### src/rtl/piece_drawer.sv
// piece_drawer: renders one four-cell board piece as 4x4 pixel squares
// through a single-pixel-per-cycle VGA write port. Inputs are snapshotted
// when a draw starts; cells that fall off the 10x20 board are walked but
// not plotted, so a draw always takes exactly 64 pixel cycles.
module piece_drawer #(
    parameter logic [7:0] BOARD_X0 = 8'd60,
    parameter logic [6:0] BOARD_Y0 = 7'd20
) (
    input  logic       clk,
    input  logic       resetn,
    input  logic       start,
    input  logic       erase,
    input  logic [3:0] origin_x,
    input  logic [4:0] origin_y,
    input  logic [7:0] cells_x,
    input  logic [7:0] cells_y,
    input  logic [5:0] colour,
    output logic       busy,
    output logic       done,
    output logic       plot,
    output logic [7:0] vga_x,
    output logic [6:0] vga_y,
    output logic [5:0] vga_colour
);

    typedef enum logic [1:0] {
        IDLE = 2'd0,
        DRAW = 2'd1,
        DONE = 2'd2
    } state_t;

    state_t state_r;
    state_t state_s;
    logic   accept_s;

    // Snapshot of the piece being drawn
    logic [3:0] ox_r;
    logic [4:0] oy_r;
    logic [7:0] cx_r;
    logic [7:0] cy_r;
    logic [5:0] colour_r;
    logic       erase_r;
    logic [5:0] cnt_r;

    // Pixel datapath: source is the live inputs on the accepting edge,
    // the snapshot afterwards
    logic [3:0] src_ox_s;
    logic [4:0] src_oy_s;
    logic [7:0] src_cx_s;
    logic [7:0] src_cy_s;
    logic [5:0] src_colour_s;
    logic       src_erase_s;
    logic [5:0] idx_s;
    logic [1:0] cell_cx_s;
    logic [1:0] cell_cy_s;
    logic [4:0] col_s;
    logic [4:0] row_s;
    logic [7:0] pix_x_s;
    logic [6:0] pix_y_s;
    logic [5:0] pix_colour_s;
    logic       clip_s;

    // Picks the 2-bit offset of cell i out of a packed offset byte
    function automatic logic [1:0] sel2(input logic [7:0] v, input logic [1:0] i);
        logic [1:0] r;
        case (i)
            2'd0:    r = v[1:0];
            2'd1:    r = v[3:2];
            2'd2:    r = v[5:4];
            default: r = v[7:6];
        endcase
        return r;
    endfunction

    // FSM state register
    always_ff @(posedge clk) begin
        if (!resetn) begin
            state_r <= IDLE;
        end else begin
            state_r <= state_s;
        end
    end

    // FSM next-state logic; start only matters in IDLE
    always_comb begin
        state_s  = state_r;
        accept_s = 1'b0;
        case (state_r)
            IDLE: begin
                if (start) begin
                    state_s  = DRAW;
                    accept_s = 1'b1;
                end else begin
                    state_s  = IDLE;
                end
            end
            DRAW: begin
                if (cnt_r == 6'd63) begin
                    state_s = DONE;
                end else begin
                    state_s = DRAW;
                end
            end
            DONE:    state_s = IDLE;
            default: state_s = IDLE;
        endcase
    end

    // Next pixel position, colour and clipping decision
    always_comb begin
        if (accept_s) begin
            src_ox_s     = origin_x;
            src_oy_s     = origin_y;
            src_cx_s     = cells_x;
            src_cy_s     = cells_y;
            src_colour_s = colour;
            src_erase_s  = erase;
            idx_s        = 6'd0;
        end else begin
            src_ox_s     = ox_r;
            src_oy_s     = oy_r;
            src_cx_s     = cx_r;
            src_cy_s     = cy_r;
            src_colour_s = colour_r;
            src_erase_s  = erase_r;
            idx_s        = cnt_r + 6'd1;
        end
        cell_cx_s    = sel2(src_cx_s, idx_s[5:4]);
        cell_cy_s    = sel2(src_cy_s, idx_s[5:4]);
        col_s        = {1'b0, src_ox_s} + {3'b000, cell_cx_s};
        row_s        = src_oy_s + {3'b000, cell_cy_s};
        pix_x_s      = BOARD_X0 + {1'b0, col_s, 2'b00} + {6'b000000, idx_s[1:0]};
        pix_y_s      = BOARD_Y0 + {row_s, 2'b00} + {5'b00000, idx_s[3:2]};
        clip_s       = (col_s > 5'd9) || (row_s > 5'd19);
        pix_colour_s = src_erase_s ? 6'b000000 : src_colour_s;
    end

    // Input snapshot and pixel counter
    always_ff @(posedge clk) begin
        if (!resetn) begin
            ox_r     <= 4'd0;
            oy_r     <= 5'd0;
            cx_r     <= 8'd0;
            cy_r     <= 8'd0;
            colour_r <= 6'd0;
            erase_r  <= 1'b0;
            cnt_r    <= 6'd0;
        end else if (accept_s) begin
            ox_r     <= origin_x;
            oy_r     <= origin_y;
            cx_r     <= cells_x;
            cy_r     <= cells_y;
            colour_r <= colour;
            erase_r  <= erase;
            cnt_r    <= 6'd0;
        end else if (state_r == DRAW) begin
            cnt_r    <= (state_s == DRAW) ? (cnt_r + 6'd1) : 6'd0;
        end else begin
            cnt_r    <= cnt_r;
        end
    end

    // Registered outputs; pixel registers only load while drawing
    always_ff @(posedge clk) begin
        if (!resetn) begin
            busy       <= 1'b0;
            done       <= 1'b0;
            plot       <= 1'b0;
            vga_x      <= 8'd0;
            vga_y      <= 7'd0;
            vga_colour <= 6'd0;
        end else begin
            busy <= (state_s == DRAW);
            done <= (state_r == DRAW) && (state_s == DONE);
            plot <= (state_s == DRAW) && !clip_s;
            if (state_s == DRAW) begin
                vga_x      <= pix_x_s;
                vga_y      <= pix_y_s;
                vga_colour <= pix_colour_s;
            end else begin
                vga_x      <= vga_x;
                vga_y      <= vga_y;
                vga_colour <= vga_colour;
            end
        end
    end

endmodule

### config.mk
export PLATFORM = sky130hd
export DESIGN_NAME = piece_drawer
export DESIGN_NICKNAME = d
export VERILOG_FILES = /design/src/rtl/piece_drawer.sv
export SDC_FILE = /design/constraint.sdc
export NUM_CORES = 1
export LEC_CHECK = 0
export BUFFER_PORTS_ARGS = -buffer_cell sky130_fd_sc_hd__buf_2
export CORE_UTILIZATION = 50
export CTS_CLUSTER_SIZE = 10
export DETAILED_ROUTE_END_ITERATION = 10
export PLACE_DENSITY = 0.72
export SLEW_MARGIN = 20
export SYNTH_ARGS = -nofsm -noshare
export SYNTH_HDL_FRONTEND = slang
export SYNTH_SLANG_ARGS = --single-unit
### constraint.sdc
create_clock -name clk -period 4.9 [get_ports clk]
set_clock_uncertainty 0.05 [all_clocks]
set_input_delay 0.98 -clock clk [delete_from_list [all_inputs] [get_ports clk]]
set_output_delay 0.98 -clock clk [all_outputs]
set_load 0.03 [all_outputs]
==> impl_metrics.env <==
export IMPL_yosys_top_cells_area="dfxtp_1, nand2_1, a21oi_1"
export IMPL_cpMaxStageDelayCell="xor2_1"
export IMPL_die_area_sq_mm=0.006173
export IMPL_ys_seq_elements=64
export IMPL_grt_max_degree=34
export IMPL_max_slew_margin=0.4702
export IMPL_path_cells="ha_1 > and3_1 > xor2_1 > o211ai_1 > a31oi_1 > ha_1 > inv_1 > fa_1 > nor2b_1 > or3_1 > a31oi_1 > a31oi_1 > xnor2_1 > a22o_1"
export IMPL_synth_async_reset_ratio=0
export IMPL_rows=27
export IMPL_p_clk_frac=0.316
export IMPL_postCtsSetupBuffers=0
export IMPL_synthesis_instances=346
export IMPL_start_util=0.5259
export IMPL_h_tree_depth=3
export IMPL_yosysTopAreaCell="dfxtp_1"
export IMPL_cts_tree="done"
export IMPL_layout_drive_gt1_share=0.1995
export IMPL_path_delay_family="adder cells"
export IMPL_cts_buffer_depth=2
export IMPL_ys_types=45
export IMPL_io_pins=59
export IMPL_die_h_um=78.57
export IMPL_cts_sinks=64
export IMPL_intPower_uw=839.1
export IMPL_ys_flop_type="dfxtp_1"
export IMPL_cts_resized=0
export IMPL_numCtsBuffers=9
export IMPL_p_per_area_mw_per_mm2=352.5
export IMPL_maxCapViolations=0
export IMPL_ys_warn_count=0
export IMPL_core_sq_mm=0.005574
export IMPL_cts_hold_buf=0
export IMPL_rsz0062_at_grt="false"
export IMPL_worstMarginPinSlew_ns=0.7939
export IMPL_criticalPathCategory="flip-flop to flip-flop"
export IMPL_antenna_cells=0
export IMPL_seq_power_share=0.475
export IMPL_vias=2568
export IMPL_crit_path_end_kind="flip-flop"
export IMPL_min_period_over_period=0.7682
export IMPL_min_period_ns=3.764
export IMPL_swShare=0.3066
export IMPL_wire_per_inst_um=13.24
export IMPL_grt_pass1_wl_um=10810
export IMPL_p_switching_uw=371.0
export IMPL_die_x_um=78.57
export IMPL_crit_arrival_ns=3.95
export IMPL_syn_nets=391
export IMPL_cp_max_fo=8
export IMPL_timing_final_hold_violations=0
export IMPL_critPathLaunchType="flip-flop"
export IMPL_grt_overflow_total=0
export IMPL_netlist_area_sq_mm=0.002932
export IMPL_cp_slowest_stage_delay_ns=0.50
export IMPL_cp_common_cell="a31oi_1"
export IMPL_status="finished clean"
export IMPL_fmax_mhz=265.7
export IMPL_nNetsFinal=448
export IMPL_timing_hold_ws_ns=0.4016
export IMPL_drv_slew=0
export IMPL_power_frac_comb=0.208
export IMPL_peakVddDrop_uv=170.6
export IMPL_synth_edf_count=0
export IMPL_yosys_area_top_type_share=0.4370
export IMPL_dr_pass1_iters=4
export IMPL_clkLatencyLatePin_ns=0.34
export IMPL_antenna_found_initial=0
export IMPL_hold_path_class="flip-flop to flip-flop"
export IMPL_leakagePower_uw=0.001534
export IMPL_cts_root_buf="clkbuf_8"
export IMPL_clk_pin_slew_ns=0.07
export IMPL_dp_hpwl_um=4515
export IMPL_setup_tns_ns=0
export IMPL_avgViaCountPerCell=5.372
export IMPL_crit_buf_inv=1
export IMPL_portBuffers=58
export IMPL_area_delta_synth_final_pct=17.11
export IMPL_ant_nets=0
export IMPL_drcViolationCount=0
export IMPL_gp_congestion=0.7990
export IMPL_drt_wl_total_um=6330
export IMPL_grt_pass1_vias=2370
export IMPL_setup_violations=0
export IMPL_grt_total_usage=0.2268
export IMPL_drt_initial_drc_count=184
export IMPL_ys_seq_area_frac=0.4370
export IMPL_required_ns=5.08
export IMPL_avgSynthCellArea_sq_um=8.473
-- cells in the mapped netlist (all sizes together), types with 2 or more instances --
cell,n
nand2,80
dfxtp,64
a21oi,40
nor2,31
xor2,11
clkbuf,10
mux2i,10
o21ai,9
a22o,8
ha,8
inv,7
xnor2,7
a31oi,5
buf,5
nand3,5
nand2b,4
nor2b,4
a211oi,3
nor3,3
nor4,3
o211ai,3
or3,3
a211o,2
a21o,2
fa,2
nor3b,2
o211a,2
o32ai,2
-- state kept, by name (all words and copies together) (netlist names), 2 cells and up --
register / flops
cx_r: 8
cy_r: 8
vga_x: 8
vga_y: 7
cnt_r: 6
colour_r: 6
vga_colour: 6
oy_r: 5
ox_r: 4
state_r: 2
-- cell families (layout without fill, tap and decap cells) --
family,after synthesis,count (layout),synth area share
AOI/OAI and AO/OA,82,82,0.1746
xor gates and xnor gates,18,18,0.05634
adders and majority gates,10,10,0.04780
buffers and inverters,22,82,0.03159
DFF,64,64,0.4370
muxes,10,10,0.04695
and+or+nand+nor,140,140,0.2057
-- worst register-to-register path, delay by kind of cell (launching register included) --
family | cells | cell delay (ns)
fa+ha+maj | 3 | 0.97
compound gates | 5 | 0.83
simple gates | 3 | 0.69
xor+xnor | 2 | 0.65
flops | 1 | 0.42
buf+inv | 1 | 0.06
-- final timing paths --
kind         startpoint  slack [ns]        to  depth (start not counted)
min reg2reg    vga_x[1]        0.40  vga_x[1]                          2
max reg2reg    cnt_r[0]        1.14  vga_y[5]                         14
max            cnt_r[0]        1.14  vga_y[5]                         14
min            vga_x[1]        0.40  vga_x[1]                          2
-- final cells by class --
class	count	area, sq um
Tap cell	72	90.09
Timing Repair Buffer	61	312.8
Fill cell	517	2141
Inverter	7	26.28
Clock inverter	4	22.52
Clock buffer	10	137.6
Multi-Input combinational cell	260	1563
Sequential cell	64	1281
-- power by group through the flow --
stage	Combinational (uW)	Clock [uW]	Sequential (uW)
floorplan	149	0	621
global placement	249	0	586
detailed placement	252	0	587
CTS	253	387	575
global route	279	418	579
finish	252	383	575
-- metrics by stage --
step                instance area [sq um]  setup slack (ns)  total power (uW)  std cells  utilization
floorplan                            2932            0.8640             770.3        346            -
global placement                     3273             1.085             834.4        464       0.5872
detailed placement                   3273            0.9647             838.4        464       0.5872
CTS                                  3433             1.161              1216        478       0.6159
global route                         3433            0.8212              1276        478       0.6159
finish                               3433             1.136              1210        478       0.6159
-- routing by layer --
layer	wire length, um	track usage	vias to the layer above
li1	-	-	1304
met1	3052	0.2988	1176
met2	2863	0.3522	78
met3	327	0.05581	10
met4	85	0.09444	0
met5	0	0	-
-- placed cells by master (no fill, tap or decap), drive strengths merged, types with 7 or more instances in the layout --
cell type,n
a21oi,40
a22o,8
buf,61
clkbuf,10
dfxtp,64
ha,8
inv,7
mux2i,10
nand2,80
nor2,31
o21ai,9
xnor2,7
xor2,11
(Power assumes the default switching activity.)
